<file path="src/rtl/johnson_decoder.sv">
`default_nettype none
// ============================================================================
// Module      : johnson_decoder
// Description : Receive-side Johnson code checker/decoder. Each sampled code
//               is checked for legality and converted to a binary index.
//               Successive codes must advance by +1 (mod 2N). After LOCK_LEN
//               correctly stepping codes the decoder locks. Illegal codes and
//               wrong steps while locked are flagged and counted in a
//               saturating error counter.
// Ports       : clk        - clock, rising edge
//               rst        - asynchronous active-high reset
//               code_in    - N-bit Johnson code sample
//               code_valid - code_in is sampled on this edge
//               idx_out    - binary index of last legal code
//               idx_valid  - pulse: idx_out updated while locked
//               locked     - decoder is in LOCKED state
//               illegal    - pulse: sampled code is not a legal Johnson code
//               step_err   - pulse: legal code, wrong successor while locked
//               err_count  - saturating count of illegal + step_err events
// Revision    : 1.0 - initial release
// ============================================================================
module johnson_decoder #(
    parameter int N        = 4,
    parameter int LOCK_LEN = 3,
    parameter int ERRCNT_W = 8
) (
    input  logic                      clk,
    input  logic                      rst,
    input  logic [N-1:0]              code_in,
    input  logic                      code_valid,
    output logic [$clog2(2*N)-1:0]    idx_out,
    output logic                      idx_valid,
    output logic                      locked,
    output logic                      illegal,
    output logic                      step_err,
    output logic [ERRCNT_W-1:0]       err_count
);

    localparam int M  = 2 * N;
    localparam int IW = $clog2(M);
    localparam int SW = $clog2(LOCK_LEN + 1);

    localparam logic [1:0] S_UNLOCKED = 2'd0;
    localparam logic [1:0] S_ACQUIRE  = 2'd1;
    localparam logic [1:0] S_LOCKED   = 2'd2;

    // ------------------------------------------------------------------
    // Code classification
    // ------------------------------------------------------------------
    logic [N-2:0] adj_diff;
    logic         code_legal;
    logic [IW-1:0] ones;
    logic [IW-1:0] code_idx;

    genvar gi;
    generate
        for (gi = 0; gi < N - 1; gi++) begin : g_adj_diff
            assign adj_diff[gi] = code_in[gi] ^ code_in[gi+1];
        end
    endgenerate

    // Legal iff at most one adjacent pair differs (zero or one bit set).
    assign code_legal = ((adj_diff & (adj_diff - 1'b1)) == '0);

    always_comb begin
        ones = '0;
        for (int i = 0; i < N; i++) begin
            ones = ones + IW'(code_in[i]);
        end
    end

    // Upper half of the ring (MSB=1) counts ones directly; the lower half
    // counts down from 2N as the ones shift out of the LSB side.
    always_comb begin
        if (code_in[N-1]) begin
            code_idx = ones;
        end else if (ones == '0) begin
            code_idx = '0;
        end else begin
            code_idx = IW'(M) - ones;
        end
    end

    // ------------------------------------------------------------------
    // State
    // ------------------------------------------------------------------
    logic [1:0]          state_q,     state_d;
    logic [SW-1:0]       streak_q,    streak_d;
    logic [IW-1:0]       prev_q,      prev_d;
    logic [IW-1:0]       idx_q,       idx_d;
    logic                idx_valid_q, idx_valid_d;
    logic                illegal_q,   illegal_d;
    logic                step_err_q,  step_err_d;
    logic [ERRCNT_W-1:0] err_q,       err_d;

    logic [IW-1:0] succ_idx;
    logic          is_succ;
    logic          is_stall;

    // Explicit wrap keeps the successor correct when 2N is not a power of 2.
    assign succ_idx = (prev_q == IW'(M - 1)) ? '0 : prev_q + 1'b1;
    assign is_succ  = (code_idx == succ_idx);
    assign is_stall = (code_idx == prev_q);

    always_comb begin
        state_d     = state_q;
        streak_d    = streak_q;
        prev_d      = prev_q;
        idx_d       = idx_q;
        idx_valid_d = 1'b0;
        illegal_d   = 1'b0;
        step_err_d  = 1'b0;
        err_d       = err_q;

        if (code_valid) begin
            if (!code_legal) begin
                // idx_out and prev index hold their last legal values.
                illegal_d = 1'b1;
                state_d   = S_UNLOCKED;
                streak_d  = '0;
            end else begin
                idx_d  = code_idx;
                prev_d = code_idx;
                case (state_q)
                    S_ACQUIRE: begin
                        if (is_succ) begin
                            streak_d = streak_q + 1'b1;
                            if (streak_q == SW'(LOCK_LEN - 1)) begin
                                state_d     = S_LOCKED;
                                idx_valid_d = 1'b1;
                            end
                        end else begin
                            // Restart acquisition from this code, silently.
                            streak_d = SW'(1);
                        end
                    end
                    S_LOCKED: begin
                        if (is_succ || is_stall) begin
                            idx_valid_d = 1'b1;
                        end else begin
                            step_err_d = 1'b1;
                            state_d    = S_ACQUIRE;
                            streak_d   = SW'(1);
                        end
                    end
                    default: begin
                        state_d  = S_ACQUIRE;
                        streak_d = SW'(1);
                    end
                endcase
            end

            if ((illegal_d || step_err_d) && (err_q != '1)) begin
                err_d = err_q + 1'b1;
            end
        end
    end

    always_ff @(posedge clk or posedge rst) begin
        if (rst) begin
            state_q     <= S_UNLOCKED;
            streak_q    <= '0;
            prev_q      <= '0;
            idx_q       <= '0;
            idx_valid_q <= 1'b0;
            illegal_q   <= 1'b0;
            step_err_q  <= 1'b0;
            err_q       <= '0;
        end else begin
            state_q     <= state_d;
            streak_q    <= streak_d;
            prev_q      <= prev_d;
            idx_q       <= idx_d;
            idx_valid_q <= idx_valid_d;
            illegal_q   <= illegal_d;
            step_err_q  <= step_err_d;
            err_q       <= err_d;
        end
    end

    assign idx_out   = idx_q;
    assign idx_valid = idx_valid_q;
    assign locked    = (state_q == S_LOCKED);
    assign illegal   = illegal_q;
    assign step_err  = step_err_q;
    assign err_count = err_q;

endmodule
`default_nettype wire

</file>
<file path="config.mk">
export PLATFORM = sky130hd
export DESIGN_NAME = johnson_decoder
export DESIGN_NICKNAME = d
export VERILOG_FILES = /design/src/rtl/johnson_decoder.sv
export SDC_FILE = /design/constraint.sdc
export NUM_CORES = 1
export LEC_CHECK = 0
export ABC_AREA = 1
export CORE_MARGIN = 2
export CORE_UTILIZATION = 53
export CTS_CLUSTER_SIZE = 20
export DETAILED_ROUTE_END_ITERATION = 8
export PLACE_DENSITY = 0.79
export SETUP_SLACK_MARGIN = 0.15
export SLEW_MARGIN = 0
export SYNTH_ARGS = -nofsm -noshare
export SYNTH_HDL_FRONTEND = slang
export SYNTH_SLANG_ARGS = --single-unit
</file>
<file path="constraint.sdc">
create_clock -name clk -period 2 [get_ports clk]
set_input_delay 0.2 -clock clk [delete_from_list [all_inputs] [get_ports clk]]
set_output_delay 0.2 -clock clk [all_outputs]
set_load 0.02 [all_outputs]
</file>
* Word-level counts from Yosys, hierarchy flattened *
Cells that the tools add are included.

storage, ports and cells
  flip-flop bits (word level) = 18
  latch bits = 0
  bits in writable memories = 0
  memory bits (read-only) = 0
  input bits = 7
  output and inout port bits = 15
  word-level logic and storage cells = 63
  memories kept = 0

cells by class
  add/sub/neg operators = 8
  multipliers = 0
  div/mod/pow operators = 0
  magnitude comparators = 0
  equality and inequality tests = 10
  shifts and indexed selects = 0
  mux-type cells = 25
  bitwise operators = 4
  reductions and logical operators = 9

operators by type and width
  operator                                                                number
  1-bit 2-to-1 mux                                                        13
  2-bit 2-to-1 mux                                                        6
  3-bit 2-to-1 mux                                                        3
  3-bit inequality test (second input constant)                           3
  8-bit by 1-bit adder with 8-bit output (second input constant)          1
  8-bit inequality test (second input constant)                           1
  2-bit case mux with 2 select lines                                      2
  3-bit equality test                                                     2
  3-bit logical NOT                                                       2
  2-bit AND reduction                                                     3
  2-bit equality test (second input constant)                             2
  4-bit AND reduction                                                     1
  2-bit by 1-bit adder with 3-bit output                                  1
  3-bit by 1-bit adder with 3-bit output                                  1
  3-bit by 1-bit adder with 3-bit output (second input constant)          1
  3-bit AND                                                               1
  3-bit equality test (second input constant)                             1
  1-bit by 3-bit subtractor with 3-bit output (first input constant)      1
  3-bit by 1-bit subtractor with 3-bit output (second input constant)     1
  1-bit bitwise XOR                                                       3
  1-bit by 1-bit adder with 2-bit output                                  1
  2-bit by 1-bit adder with 2-bit output (second input constant)          1
  2-bit by 1-bit equality test with 1-bit output (second input constant)  1
  1-bit logical OR                                                        2
  other kinds (2)                                                         2

* Longest topological paths before layout *
Gate-level depths: netlist of run 1.

  word-level depth = 15
  gate-level depth with buffers = 19
  gate-level depth less buffers = 19

* Worst setup path after synthesis of run 1 *
No wires, ideal clock.

  path type = in2reg
  start = input code_in[0]
  end = register err_q[6], in the netlist err_count[6]
  library setup time = 0.119 ns
  data arrival time = 2.397 ns
  data required time = 1.881 ns
  slack = -0.516 ns
  cell stages on the path = 17
  path buffers = 0
  cell sequence = inv_1 -> fa_1 -> inv_1 -> ha_1 -> ha_1 -> inv_1 -> ha_1 -> nor2_1 -> nand2_2 -> a21oi_1 -> nor2_2 -> nand2_4 -> nand3_4 -> nand2_4 -> nand3_4 -> nand2_1 -> nand2_1

on the way
  longest elaborated chain between the ends = 15
  elaborated cells on any way between the ends = 23
  classes of those cells = 5 x add/sub; 2 x eq/ne; 8 x mux; 2 x bitwise; 6 x reduce/logical

ends and longest elaborated chain
  item                                                                              RTL line  RTL
  start, declared                                                                   29        input logic [N-1:0] code_in,
  1-bit by 1-bit adder with 2-bit output                                            68        ones = ones + IW'(code_in[i]);
  2-bit by 1-bit adder with 3-bit output                                            68
  3-bit by 1-bit adder with 3-bit output                                            68
  1-bit by 3-bit subtractor with 3-bit output or 3-bit logical NOT (tied branches)  80, 77
  3-bit 2-to-1 mux                                                                  77        end else if (ones == '0) begin
  3-bit 2-to-1 mux                                                                  75        if (code_in[N-1]) begin
  3-bit equality test (on tied branches)                                            102, 103
  1-bit logical OR                                                                  138       if (is_succ || is_stall) begin
  1-bit 2-to-1 mux                                                                  138
  1-bit 2-to-1 mux                                                                  124       case (state_q)
  1-bit 2-to-1 mux                                                                  116       if (!code_legal) begin
  1-bit 2-to-1 mux                                                                  115       if (code_valid) begin
  1-bit logical OR *                                                                153       if ((illegal_d || step_err_d) && (err_q != '1)) begin
  1-bit logical AND *                                                               153
  2-bit AND reduction (no line) *                                                   --
  end signal, assigned                                                              177       err_q <= err_d;
  end, declared                                                                     94        logic [ERRCNT_W-1:0] err_q, err_d;

Mark *: on every way between the ends. The rest lies on a longest branch, timed or not. The select of a mux whose other input is x is not followed.
A chain may end at the register's enable or synchronous reset.

* Worst setup path after layout of run 1 *
  start = input code_in[3]
  end = register err_q[4], in the netlist err_count[4]

on the way
  longest elaborated chain between the ends = 13
  elaborated cells on any way between the ends = 21
  classes of those cells = 3 x add/sub; 2 x eq/ne; 8 x mux; 2 x bitwise; 6 x reduce/logical

ends and longest elaborated chain
  item                                                                              RTL line
  3-bit by 1-bit adder with 3-bit output                                            68
  1-bit by 3-bit subtractor with 3-bit output or 3-bit logical NOT (tied branches)  80, 77
  3-bit 2-to-1 mux                                                                  77
  3-bit 2-to-1 mux                                                                  75
  3-bit equality test (on tied branches)                                            102, 103
  1-bit logical OR                                                                  138
  1-bit 2-to-1 mux                                                                  138
  1-bit 2-to-1 mux                                                                  124
  1-bit 2-to-1 mux                                                                  116
  1-bit 2-to-1 mux                                                                  115
  1-bit logical OR *                                                                153
  1-bit logical AND *                                                               153
  2-bit AND reduction (no line) *                                                   --

Marked as above.

==> results.sh, run 1 <==
export IMPL_avgSynthCellArea_um2=7.61
export IMPL_setup_viol=15
export IMPL_finalMaxSlewViolations=0
export IMPL_clk_latency_ps=300
export IMPL_antenna_found_initial=0
export IMPL_dpl_hpwl_um=2430
export IMPL_path_cells="buf_12 -> inv_12 -> fa_1 -> inv_2 -> ha_4 -> ha_4 -> inv_2 -> ha_4 -> nand2_4 -> nand3_1 -> nand2_1 -> inv_2 -> nand2_4 -> nand3_4 -> nand2_8 -> nand3_4 -> nand2_1 -> nand2_1"
export IMPL_core_um2=2430
export IMPL_ir_drop_mv=0.926
export IMPL_r2r_slack_ps=-240
export IMPL_fp_dieW_um=54.1
export IMPL_nets=247
export IMPL_drt_total_wl_um=3850
export IMPL_vias_per_cell=5.36
export IMPL_rsz0062_at_grt="true"
export IMPL_root_buffer="clkbuf_4"
export IMPL_ys_types=26
export IMPL_cts_hold_buffers_added=0
export IMPL_hold_ws_ps=293
export IMPL_clockBufferDepth=2
export IMPL_fmax_mhz=409
export IMPL_min_period_over_period_pct=122
export IMPL_hold_viol=0
export IMPL_worst_slack_ps=-445
export IMPL_slew_headroom_pct=53.0
export IMPL_diodes=0
export IMPL_reg2reg_depth=12
export IMPL_grt_total_usage_pct=26.4
export IMPL_cts_tree="yes"
export IMPL_clock_sinks=18
export IMPL_worstPathArrival_ps=2640
export IMPL_crit_path_max_fanout=7
export IMPL_status="finished, violations left"
export IMPL_synth_edf_count=0
export IMPL_h_tree_depth=1
export IMPL_cp_start_kind="primary input"
export IMPL_synth_ff_type="dfrtp_1"
export IMPL_grt_overflow_total=0
export IMPL_maxCapViolations=0
export IMPL_synth_top_cell_area_share_pct=33.8
export IMPL_violations="negative setup slack"
export IMPL_worst_pin_slew_ps=704
export IMPL_area_growth_syn_to_layout_pct=49.0
export IMPL_io_pins=22
export IMPL_placementRows=18
export IMPL_drt_wirelength_per_cell_um=15.0
export IMPL_synth_seq_cells=18
export IMPL_critPathMaxStageDelay_ps=560
export IMPL_fin_skew_ps=3.12
export IMPL_port_buffer_count=21
export IMPL_ant_nets=0
export IMPL_async_reset_ff_share_pct=100
export IMPL_synthTopCellsByArea="dfrtp_1, nand2_1, ha_1"
export IMPL_grt_pass1_vias=1300
export IMPL_p_per_area_nw_per_um2=850
export IMPL_dieArea_um2=2930
export IMPL_hold_path_class="primary input to async pin"
export IMPL_grt_max_degree=19
export IMPL_grt_pass1_wl_um=5560
export IMPL_cts_buffers=3
export IMPL_crit_family="adder cells"
export IMPL_r2r_end="err_count[4]"
export IMPL_first_iter_violations=34
export IMPL_fin_util_pct=81.6
export IMPL_die_y_um=54.1
export IMPL_r2r_start="idx_out[1]"
export IMPL_min_period_ps=2440
export IMPL_syn_inst=175
export IMPL_final_setup_tns_ps=-5820
export IMPL_drive_above_1_share_pct=36.1
export IMPL_clkTransAtPathRegs_ps=110
export IMPL_drc=0
export IMPL_gp_congestion=0.839
export IMPL_leakagePower_nw=0.999
export IMPL_drt_pass1_iter_count=4
export IMPL_ys_seq_area_share_pct=33.8
export IMPL_finalPower_mw=1.69
export IMPL_syn_area_um2=1330
export IMPL_synth_common_cells="nand2_1, inv_1, dfrtp_1"
export IMPL_start_util_pct=54.8
export IMPL_yosysWarnings=0
export IMPL_required_ps=2200
export IMPL_cp_end_kind="register"
export IMPL_vias=1378
export IMPL_yosysMostFrequentCell="nand2_1"
export IMPL_cpMaxStageDelayCell="fa_1"
export IMPL_yosys_area_top_type="dfrtp_1"
export IMPL_synth_nets=194
export IMPL_critPathKind="primary input to register"
export IMPL_critPathBufInv=5
-- worst register-to-register path: cells and delay by family (launching register included) --
family                     cells  cell delay (ps)
adders and majority gates      2              430
buffers and inverters          1               50
DFF                            1              460
and+or+nand+nor                9             1190
-- sequential cells by signal, summed over array words and instances (netlist names) --
name / count
err_count: 8
idx_out: 3
state_q: 2
streak_q: 2
idx_valid: 1
illegal: 1
step_err: 1
-- cell families (layout without fill, tap and decap cells) --
group	count (synthesis)	count (layout)	share of synthesized area (%)
and+or+nand+nor	102	103	38.1
AOI/OAI and AO/OA	9	9	3.85
DFF	18	18	33.8
adders and majority gates	12	12	11.8
buffers and inverters	27	78	7.61
xor gates and xnor gates	6	6	3.94
muxes	1	1	0.845
-- metal layers --
metal / up-vias / global-route usage [%] / wire length (um)
met5: - / 0 / 0
met4: 0 / 10.4 / 76
met3: 10 / 5.28 / 134
met2: 41 / 46.4 / 2040
met1: 658 / 31.2 / 1610
li1: 669 / - / -
-- power by group --
group / internal (mW) / leakage [nW] / switching, mW
registers: 0.431 / 0.237 / 0.0929
clock network: 0.111 / 0.0210 / 0.126
logic: 0.416 / 0.741 / 0.510
-- worst max path at each step --
| stage | start | to | slack (ps) | depth (start not counted) |
|---|---|---|---|---|
| after global routing | code_in[3] | err_count[4] | -520 | 19 |
| after CTS | code_in[0] | err_count[1] | -340 | 20 |
| after global placement | code_in[3] | err_count[0] | -1170 | 20 |
| after detailed placement | code_in[3] | err_count[1] | -1280 | 20 |
| final | code_in[3] | err_count[4] | -440 | 18 |
| after floorplan | code_in[3] | err_count[6] | -430 | 19 |
-- cell type report --
cell class              count  area [um2]
clock buffers               4        36.3
multi-input cells         131         915
well taps                  30        37.5
repair buffers             48         437
flip-flops and latches     18         450
inverters                  26         110
fillers                   146         447
-- through the flow --
stage	cell area, um2	instances	setup WS [ps]
after floorplan	1400	175	-434
after global placement	1770	243	-1170
after detailed placement	1770	243	-1280
after CTS	1920	255	-335
after global routing	1990	257	-521
final	1990	257	-445
-- timing repair --
action                                  4_1_cts  5_1_grt
buffers inserted                              7        2
endpoints found under the setup margin       18       16
gates cloned                                  1        0
resized for setup                            30       14
pin swaps                                    17       12
-- placed cells by master (no fill, tap or decap), drive strengths merged, types with 7 or more instances in the layout --
cell type	instances
inv	26
buf	30
clkdlybuf4s50	17
dfrtp	18
nor2	14
ha	11
nand3	14
o21ai	7
nand2	60
nand4	11
Power figures use the tool's default switching activity.
==> inputs of run 2 (changes only) <==
Settings changed: CORE_ASPECT_RATIO set to 2, CORE_UTILIZATION 53 to 40, PLACE_DENSITY 0.79 to unset.
==> run 2 against run 1 <==
  * The flow still finishes with violations (negative setup slack)
  * Sequential share of layout area up 1.5 points
  * Hold slack better by 80 ps
  * Critical path depth rose by 2
  * Fmax is 0.44% higher
  * First-iteration DRC count fell by 21%
  * Core utilization shrank 23 points
  * Flip-flop and latch count is the same
  * Final cell count is 4.7% lower
  * Clock skew barely moved
==> results.sh, run 2 (same netlist as run 1, synthesis figures left out) <==
export IMPL_status="finished, violations left"
export IMPL_violations="negative setup slack"
export IMPL_h_tree_depth=1
export IMPL_root_buffer="clkbuf_8"
export IMPL_drt_wirelength_per_cell_um=12.7
export IMPL_dieArea_um2=3840
export IMPL_power_frac_seq_pct=32.7
export IMPL_regArea_um2=450
export IMPL_fmax_mhz=411
export IMPL_grt_max_degree=19
export IMPL_clkTransAtPathRegs_ps=70
export IMPL_power_switching_mw=0.651
export IMPL_clk_latency_ps=250
export IMPL_cts_hold_buffers_added=0
export IMPL_p_int_mw=0.931
export IMPL_grt_overflow_total=0
export IMPL_rsz0062_at_grt="true"
export IMPL_critPathKind="primary input to register"
export IMPL_dpl_hpwl_um=2490
export IMPL_min_period_over_period_pct=122
export IMPL_clockBufferDepth=2
export IMPL_path_cells="buf_12 -> inv_12 -> fa_1 -> inv_2 -> ha_4 -> ha_4 -> inv_2 -> ha_4 -> nor2_4 -> nand2_4 -> nand2_2 -> nand2_1 -> nand2_1 -> nor2_2 -> nand2_2 -> nand3_4 -> nand2_8 -> nand3_4 -> nand2_2 -> nand2_1"
export IMPL_area_growth_syn_to_layout_pct=39.6
export IMPL_antenna_found_initial=0
export IMPL_port_buffer_count=21
export IMPL_cp_start_kind="primary input"
export IMPL_cts_buffers=3
export IMPL_diodes=0
export IMPL_required_ps=2130
export IMPL_grt_total_usage_pct=18.6
export IMPL_hold_viol=0
export IMPL_grt_busiest_layer="met2"
export IMPL_vias=1246
export IMPL_use_met2_pct=36.4
export IMPL_grt_use_met1_pct=17.8
export IMPL_nFillCells=296
export IMPL_cts_tree="yes"
export IMPL_maxCapViolations=0
export IMPL_final_common_cell="nand2_1"
export IMPL_setup_viol=14
export IMPL_min_period_ps=2430
export IMPL_combPwrFrac_pct=51.8
export IMPL_drt_total_wl_um=3120
export IMPL_cp_end_kind="register"
export IMPL_grt_pass1_vias=1260
export IMPL_netSwitchingFraction_pct=41.2
export IMPL_leakagePower_nw=0.936
export IMPL_multi_input_area_um2=898
export IMPL_ant_nets=0
export IMPL_core_um2=3190
export IMPL_drc=0
export IMPL_worstPathArrival_ps=2570
export IMPL_first_iter_violations=27
export IMPL_placementRows=29
export IMPL_use_met3_pct=2.11
export IMPL_start_util_pct=41.7
export IMPL_io_pins=22
export IMPL_critPathMaxStageDelay_ps=550
export IMPL_p_per_area_nw_per_um2=850
export IMPL_pwr_share_clk_pct=15.5
export IMPL_fin_skew_ps=2.97
export IMPL_largest_reg_flops=8
export IMPL_dpl_worst_slack_ps=-1240
export IMPL_clock_sinks=18
export IMPL_layout_common_cells="nand2_1, inv_1, dfrtp_1, clkdlybuf4s50_1, buf_4"
export IMPL_reg2reg_depth=12
export IMPL_nets=235
export IMPL_crit_path_max_fanout=7
export IMPL_hold_path_class="primary input to async pin"
export IMPL_gp_congestion=0.879
export IMPL_finalMaxSlewViolations=0
export IMPL_slew_headroom_pct=52.1
export IMPL_ir_drop_mv=0.486
export IMPL_worst_slack_ps=-434
export IMPL_fp_dieW_um=44.8
export IMPL_drive_above_1_share_pct=29.0
export IMPL_die_y_um=85.6
export IMPL_drt_pass1_iter_count=4
export IMPL_cpMaxStageDelayCell="fa_1"
export IMPL_final_setup_tns_ps=-5060
export IMPL_worst_pin_slew_ps=717
export IMPL_grt_pass1_wl_um=5370
export IMPL_vias_per_cell=5.09
[run 2: metrics by stage]
stage | utilization [%] | instances | hold slack, ps | total power, mW | area, um2
6_report | 58.3 | 245 | 372 | 1.58 | 1860
5_1_grt | 58.3 | 245 | 443 | 1.71 | 1860
4_1_cts | 57.3 | 245 | 410 | 1.58 | 1830
3_5_place_dp | 54.7 | 240 | 492 | 1.30 | 1750
3_3_place_gp | 54.7 | 240 | 479 | 1.28 | 1750
2_1_floorplan | - | 175 | 139 | 1.00 | 1400
[run 2: path summary, 6_finish.rpt]
| path | start | end | slack, ps |
|---|---|---|---|
| max in group asynchronous | rst | err_count[5] | 1170 |
| min in group clk | code_in[3] | idx_out[2] | 490 |
| hold / removal | rst | err_count[3] | 370 |
| setup reg to reg | idx_out[1] | err_count[6] | 0 |
| hold reg to reg | streak_q[0] | streak_q[0] | 500 |
| setup / recovery | code_in[3] | err_count[6] | -430 |
[run 2: what timing repair did]
item                                    in CTS  in global routing
cloned                                       1                  0
resized for setup                           27                  9
endpoints found under the setup margin      18                 15
buffers inserted                             1                  0
pin swaps                                   20                 13
[run 2: worst max-delay path, delay by kind of cell]
family	cells	cell delay, ps
AND/OR/NAND/NOR	12	1030
buffers and inverters	4	210
adder cells (fa/ha/maj)	4	1140
[run 2: layout make-up]
class / instances / share of cell area (%)
clock buffer: 3 / 2.22
inverter: 26 / 5.92
multi-input combinational: 131 / 48.3
sequential: 18 / 24.2
tap: 31 / 2.08
timing repair buffer: 36 / 17.3
[run 2: power groups by stage]
stage	Sequential (mW)	Combinational, mW	Clock [mW]
after floorplan	0.581	0.421	0
after global placement	0.519	0.762	0
after detailed placement	0.519	0.781	0
after CTS	0.513	0.809	0.259
after global routing	0.527	0.914	0.272
final	0.517	0.819	0.245
[run 2: per-layer routing]
layer / share of wire, % / wire (um)
met5: 0 / 0
met4: 1.7 / 52
met3: 2.0 / 62
met2: 60 / 1880
met1: 36 / 1120
